===== src/rtl/uart_cmd_parser.sv =====
// ASCII register-access command parser: "W a h l CR" writes, "R a CR" reads,
// replies "K", two hex chars or "E" followed by CR LF over a ready/valid link.
module uart_cmd_parser #(
    parameter logic [7:0] REG_RESET = 8'h00
) (
    input  logic         clk,
    input  logic         rst_n,
    input  logic [7:0]   in_data,
    input  logic         in_valid,
    output logic         in_ready,
    output logic [7:0]   out_data,
    output logic         out_valid,
    input  logic         out_ready,
    output logic [127:0] regs_flat
);

    localparam logic [7:0] CH_CR = 8'h0D;
    localparam logic [7:0] CH_LF = 8'h0A;
    localparam logic [7:0] CH_K  = 8'h4B;
    localparam logic [7:0] CH_E  = 8'h45;

    typedef enum logic [2:0] {
        S_IDLE,
        S_ADDR,
        S_DATA_HI,
        S_DATA_LO,
        S_EXPECT_CR,
        S_DISCARD,
        S_RESP
    } state_t;

    typedef enum logic [1:0] {
        RSP_NONE,
        RSP_ERR,
        RSP_ACK,
        RSP_RD
    } resp_t;

    function automatic logic f_is_hex(input logic [7:0] b);
        return ((b >= 8'h30) && (b <= 8'h39)) ||
               ((b >= 8'h41) && (b <= 8'h46)) ||
               ((b >= 8'h61) && (b <= 8'h66));
    endfunction

    // Letters have bit 6 set; adding 9 maps 'A'/'a' low nibble 1 onto 10.
    function automatic logic [3:0] f_hex_val(input logic [7:0] b);
        logic [7:0] t;
        t = b + (b[6] ? 8'd9 : 8'd0);
        return t[3:0];
    endfunction

    function automatic logic [7:0] f_to_hex(input logic [3:0] nib);
        return (nib < 4'd10) ? (8'h30 + {4'h0, nib}) : (8'h37 + {4'h0, nib});
    endfunction

    state_t      r_state;
    state_t      w_state_nxt;
    resp_t       w_resp_sel;
    logic        w_commit;

    logic        r_op_wr;
    logic [3:0]  r_addr;
    logic [3:0]  r_hi;
    logic [3:0]  r_lo;
    logic [7:0]  r_resp [0:3];
    logic [2:0]  r_cnt;
    logic [7:0]  r_regs [0:15];

    logic        w_in_fire;
    logic        w_out_fire;
    logic        w_is_hex;
    logic [3:0]  w_nib;
    logic        w_is_cr;
    logic        w_is_lf;
    logic        w_is_rd;
    logic        w_is_wr;
    logic [7:0]  w_rd_data;

    assign in_ready   = (r_state != S_RESP);
    assign out_valid  = (r_state == S_RESP);
    assign out_data   = r_resp[0];

    assign w_in_fire  = in_valid & in_ready;
    assign w_out_fire = out_valid & out_ready;
    assign w_is_hex   = f_is_hex(in_data);
    assign w_nib      = f_hex_val(in_data);
    assign w_is_cr    = (in_data == CH_CR);
    assign w_is_lf    = (in_data == CH_LF);
    assign w_is_rd    = (in_data == 8'h52) || (in_data == 8'h72);
    assign w_is_wr    = (in_data == 8'h57) || (in_data == 8'h77);
    assign w_rd_data  = r_regs[r_addr];

    genvar gi;
    generate
        for (gi = 0; gi < 16; gi++) begin : g_flat
            assign regs_flat[8*gi +: 8] = r_regs[gi];
        end
    endgenerate

    always_ff @(posedge clk or negedge rst_n) begin
        if (!rst_n) begin
            r_state <= S_IDLE;
        end else begin
            r_state <= w_state_nxt;
        end
    end

    always_comb begin
        w_state_nxt = r_state;
        w_resp_sel  = RSP_NONE;
        w_commit    = 1'b0;
        case (r_state)
            S_IDLE: begin
                if (w_in_fire) begin
                    if (w_is_rd || w_is_wr) begin
                        w_state_nxt = S_ADDR;
                    end else if (!(w_is_cr || w_is_lf)) begin
                        w_state_nxt = S_DISCARD;
                    end
                end
            end
            S_ADDR: begin
                if (w_in_fire) begin
                    if (w_is_hex) begin
                        w_state_nxt = r_op_wr ? S_DATA_HI : S_EXPECT_CR;
                    end else if (w_is_cr) begin
                        w_state_nxt = S_RESP;
                        w_resp_sel  = RSP_ERR;
                    end else begin
                        w_state_nxt = S_DISCARD;
                    end
                end
            end
            S_DATA_HI, S_DATA_LO: begin
                if (w_in_fire) begin
                    if (w_is_hex) begin
                        w_state_nxt = (r_state == S_DATA_HI) ? S_DATA_LO : S_EXPECT_CR;
                    end else if (w_is_cr) begin
                        w_state_nxt = S_RESP;
                        w_resp_sel  = RSP_ERR;
                    end else begin
                        w_state_nxt = S_DISCARD;
                    end
                end
            end
            S_EXPECT_CR: begin
                if (w_in_fire) begin
                    if (w_is_cr) begin
                        w_state_nxt = S_RESP;
                        w_resp_sel  = r_op_wr ? RSP_ACK : RSP_RD;
                        w_commit    = r_op_wr;
                    end else begin
                        w_state_nxt = S_DISCARD;
                    end
                end
            end
            S_DISCARD: begin
                if (w_in_fire && w_is_cr) begin
                    w_state_nxt = S_RESP;
                    w_resp_sel  = RSP_ERR;
                end
            end
            S_RESP: begin
                if (w_out_fire && (r_cnt == 3'd1)) begin
                    w_state_nxt = S_IDLE;
                end
            end
            default: w_state_nxt = S_IDLE;
        endcase
    end

    always_ff @(posedge clk or negedge rst_n) begin
        if (!rst_n) begin
            r_op_wr <= 1'b0;
            r_addr  <= 4'h0;
            r_hi    <= 4'h0;
            r_lo    <= 4'h0;
            r_cnt   <= 3'd0;
            for (int i = 0; i < 4; i++) begin
                r_resp[i] <= 8'h00;
            end
            for (int i = 0; i < 16; i++) begin
                r_regs[i] <= REG_RESET;
            end
        end else begin
            if (w_in_fire) begin
                if ((r_state == S_IDLE) && (w_is_rd || w_is_wr)) r_op_wr <= w_is_wr;
                if ((r_state == S_ADDR) && w_is_hex)             r_addr  <= w_nib;
                if ((r_state == S_DATA_HI) && w_is_hex)          r_hi    <= w_nib;
                if ((r_state == S_DATA_LO) && w_is_hex)          r_lo    <= w_nib;
            end
            if (w_commit) begin
                r_regs[r_addr] <= {r_hi, r_lo};
            end
            // The buffer shifts toward slot 0 so out_data is always a plain register.
            case (w_resp_sel)
                RSP_ERR: begin
                    r_resp[0] <= CH_E;
                    r_resp[1] <= CH_CR;
                    r_resp[2] <= CH_LF;
                    r_resp[3] <= 8'h00;
                    r_cnt     <= 3'd3;
                end
                RSP_ACK: begin
                    r_resp[0] <= CH_K;
                    r_resp[1] <= CH_CR;
                    r_resp[2] <= CH_LF;
                    r_resp[3] <= 8'h00;
                    r_cnt     <= 3'd3;
                end
                RSP_RD: begin
                    r_resp[0] <= f_to_hex(w_rd_data[7:4]);
                    r_resp[1] <= f_to_hex(w_rd_data[3:0]);
                    r_resp[2] <= CH_CR;
                    r_resp[3] <= CH_LF;
                    r_cnt     <= 3'd4;
                end
                default: begin
                    if (w_out_fire) begin
                        r_resp[0] <= r_resp[1];
                        r_resp[1] <= r_resp[2];
                        r_resp[2] <= r_resp[3];
                        r_resp[3] <= 8'h00;
                        r_cnt     <= r_cnt - 3'd1;
                    end
                end
            endcase
        end
    end

endmodule


===== config.mk =====
export PLATFORM = sky130hd
export DESIGN_NAME = uart_cmd_parser
export DESIGN_NICKNAME = d
export VERILOG_FILES = /design/src/rtl/uart_cmd_parser.sv
export SDC_FILE = /design/constraint.sdc
export NUM_CORES = 1
export LEC_CHECK = 0
export ABC_CLOCK_PERIOD_IN_PS = 2800
export CAP_MARGIN = 20
export CELL_PAD_IN_SITES_DETAIL_PLACEMENT = 1
export CELL_PAD_IN_SITES_GLOBAL_PLACEMENT = 1
export CORE_ASPECT_RATIO = 0.6
export CORE_MARGIN = 2
export CORE_UTILIZATION = 39
export DETAILED_ROUTE_END_ITERATION = 8
export PLACE_DENSITY = 0.86
export SLEW_MARGIN = 20
export SYNTH_ARGS = -nofsm -noshare
export SYNTH_HDL_FRONTEND = slang
export SYNTH_SLANG_ARGS = --single-unit
export TNS_END_PERCENT = 1

===== constraint.sdc =====
create_clock -name clk -period 2.8 [get_ports clk]
set_clock_uncertainty 0.1 [all_clocks]
set_input_delay 0.56 -clock clk [delete_from_list [all_inputs] [get_ports clk]]
set_output_delay 0.56 -clock clk [all_outputs]
set_load 0.02 [all_outputs]

==> flow_summary.yaml <==
run_status:
  status: "complete, but fails checks"
  failed_checks: "setup timing"
drt:
  num_vias: 6192
  drt-total-wl_um: 27010
  initialDrtViolationCount: 372
  drt-wirelength-per-cell_um: 24.64
  routed_via_density: 5.650
  dr.pass1.iters: 4
  ant_nets: 0
  drc_errors: 0
setup_path:
  cp_slowest_stage_delay_ns: 0.47
  startpoint_type: "flip-flop"
  path_class: "flip-flop to flip-flop"
  rr_startpoint: "r_addr[0]$_DFFE_PN0P_"
  r2r_cells: 10
  crit_path_cell_trace: "buf_12 > mux4_2 > mux2i_1 > buf_4 > mux2_2 > ha_2 > o211ai_1 > o21ai_1 > nand2b_1 > a221o_1"
  critPathArrivalTime_ns: 3.02
  worstSetupEndpointType: "flip-flop"
  crit_required_ns: 3.01
  reg2reg_to: "out_data[4]$_DFFE_PN0P_"
  crit_family: "compound AO/OA/AOI/OAI gates"
  crit_fanout: 10
  cp_num_buf_inv: 2
  slowest_stage: "dfrtp_2"
  reg2reg_slack_ns: -0.01
synthesis:
  yosys.area.top_type: "dfrtp_1"
  synth-async-reset-ratio: 1.000
  syn-num-nets: 630
  synth_flop_cell: "dfrtp_1"
  ys_top_cells_by_count: "164 x dfrtp_1, 135 x mux2_2, 34 x mux4_2"
  synth_area_um2: 8228
  synth_edf_count: 0
  ys_warn_count: 0
  synth.most_common_cell: "dfrtp_1"
  syn_avg_cell_area_um2: 13.53
  synth.distinct_cells: 55
  synth_area_leaders: "dfrtp_1 50%, mux2_2 18%, mux4_2 9.3%, mux2i_1 1.8%, ha_1 1.5%"
  seq_area_frac_synth: 0.4988
  synth_seq_cells: 164
  yosys.area.top_type_share: 0.4988
  synthCells: 608
cts:
  ctsRootBufferMaster: "clkbuf_16"
  cts.sinks: 164
  h-tree-depth: 4
  clk_path_buf_depth: 2
  cts_buffers: 17
  clock_latency_ns: 0.44
  path_clk_slew_ns: 0.07
  tritoncts: "yes"
  cts-hold-fix-buffers: 0
global_routing:
  grt_pass1_wl_um: 41100
  grt_max_degree: 61
  grt_usage: 0.2517
  grt_overflow: 0
  antenna_found_initial: 1
  grt_pass1_vias: 6452
floorplanning:
  std_cell_rows: 41
  core_um2: 20830
  die_w_um: 191.5
  num_io_pins: 150
  die_y_um: 116.5
  start_util: 0.3950
  die_area_um2: 22310
final_layout:
  fillers: 2081
  area_growth_pct: 36.07
  fin_area_um2: 11200
  drive_gt1_frac: 0.3782
  nNetsFinal: 826
  diodes: 0
  layoutNonFillerInstCount: 1096
power_and_ir_drop:
  p_leak_nw: 5.030
  power_density_nw_per_um2: 582.6
  ir_worst_vdd_mv: 0.4466
timing:
  tightest_slew_ns: 0.7056
  period_share: 1.004
  final.min_clock_period_ns: 2.812
  fin_ws_ns: -0.01165
  rsz0062_at_grt: "yes"
  fmax_mhz: 355.7
  setup_viol: 1
  hold_violations: 0
  max_slew_margin: 0.5296
  drv_slew: 0
placed_design:
  placedCellCount: 1062
  port_buffers: 148
  dpl-instance-area_um2: 10490
  gp_congestion: 0.8442
  place_hpwl_um: 19610
hold_path:
  min_path_type: "primary input to asynchronous set/reset pin"
job:
  drv_cap: 0
cell usage in the layout, fill, tap and decap left out, drive strengths merged, types with 10 or more instances in the layout:
cell type / instances
mux2i: 15
nor2b: 15
dfrtp: 164
a21oi: 12
clkbuf: 18
mux4: 34
mux2: 145
buf: 74
o21ai: 16
nand3: 14
nor2: 17
inv: 15
nor3: 10
clkdlybuf4s50: 143
nand2: 35
ha: 10
repair_timing:
item                                    4_1_cts  5_1_grt
pin swaps                                     4        6
resized for setup                            17        6
endpoints found under the setup margin      124       76
buffers inserted                              1        1
endpoints found under the hold margin         0        0
through the flow:
step / TNS, ns / hold slack [ns] / power [mW] / utilization / setup WS, ns
after floorplan: -0.9690 / 0.1644 / 3.464 / - / -0.1595
final: -0.01165 / 0.01623 / 6.522 / 0.5375 / -0.01165
after CTS: -0.01450 / 0.03419 / 6.536 / 0.5361 / -0.01450
after global placement: -65.23 / 0.3633 / 3.900 / 0.5036 / -0.5031
after global routing: -0.2822 / 0.05317 / 6.749 / 0.5375 / -0.1177
after detailed placement: -74.45 / 0.3835 / 3.952 / 0.5036 / -0.5804
how the worst max path moves through the flow:
stage                          start                         to  slack [ns]  cells past startpoint
3_5_place_dp              in_data[7]       r_cnt[2]$_DFFE_PN0P_       -0.58                     10
4_1_cts        r_addr[0]$_DFFE_PN0P_    out_data[6]$_DFFE_PN0P_       -0.01                      9
6_report       r_addr[0]$_DFFE_PN0P_    out_data[4]$_DFFE_PN0P_       -0.01                     10
3_3_place_gp              in_data[5]  regs_flat[72]$_DFFE_PN0P_       -0.50                      9
2_1_floorplan             in_data[5]       r_cnt[2]$_DFFE_PN0P_       -0.16                      9
5_1_grt        r_addr[0]$_DFFE_PN0P_    out_data[4]$_DFFE_PN0P_       -0.12                     10
where the power goes:
group	internal (mW)	switching, mW
Clock	1.53	1.06
Combinational	0.558	0.666
Sequential	2.49	0.216
Total	4.58	1.94
worst register-to-register path, stage by stage, from the launching register on:
cell	delay, ns
dfrtp_2	0.47
buf_12	0.18
mux4_2	0.33
mux2i_1	0.07
buf_4	0.17
mux2_2	0.28
ha_2	0.20
o211ai_1	0.23
o21ai_1	0.14
nand2b_1	0.18
a221o_1	0.35
cells by family after synthesis:
family	after synthesis	synth area share
AOI/OAI and AO/OA	62	0.05018
xor gates and xnor gates	6	0.006387
adders and majority gates	11	0.01642
buffers and inverters	55	0.03361
DFF	164	0.4988
muxes	194	0.3098
other	1	0.0004558
and+or+nand+nor	115	0.08440
routing by layer:
metal | global-route usage | wire length, um | part of all wire
met1 | 0.3645 | 12620 | 0.47
met2 | 0.3774 | 11990 | 0.44
met3 | 0.06761 | 2051 | 0.076
met4 | 0.06256 | 350 | 0.013
met5 | 0 | 0 | 0
registers in the layout (all words and copies together) (netlist names):
signal	cells
r_cnt	3
r_addr	4
r_lo	4
r_op_wr	1
regs_flat	128
out_data	7
r_hi	4
r_resp	10
r_state	3
final cells by class:
cell class	instances	area (um^2)	share of cell area
tap	279	349.1	0.03118
clock buffer	18	439.2	0.03923
sequential	164	4105	0.3667
timing repair buffer	221	2142	0.1913
multi-input combinational	389	3919	0.3500
clock inverter	14	200.2	0.01788
inverter	11	41.29	0.003688
(Power assumes the default switching activity.)
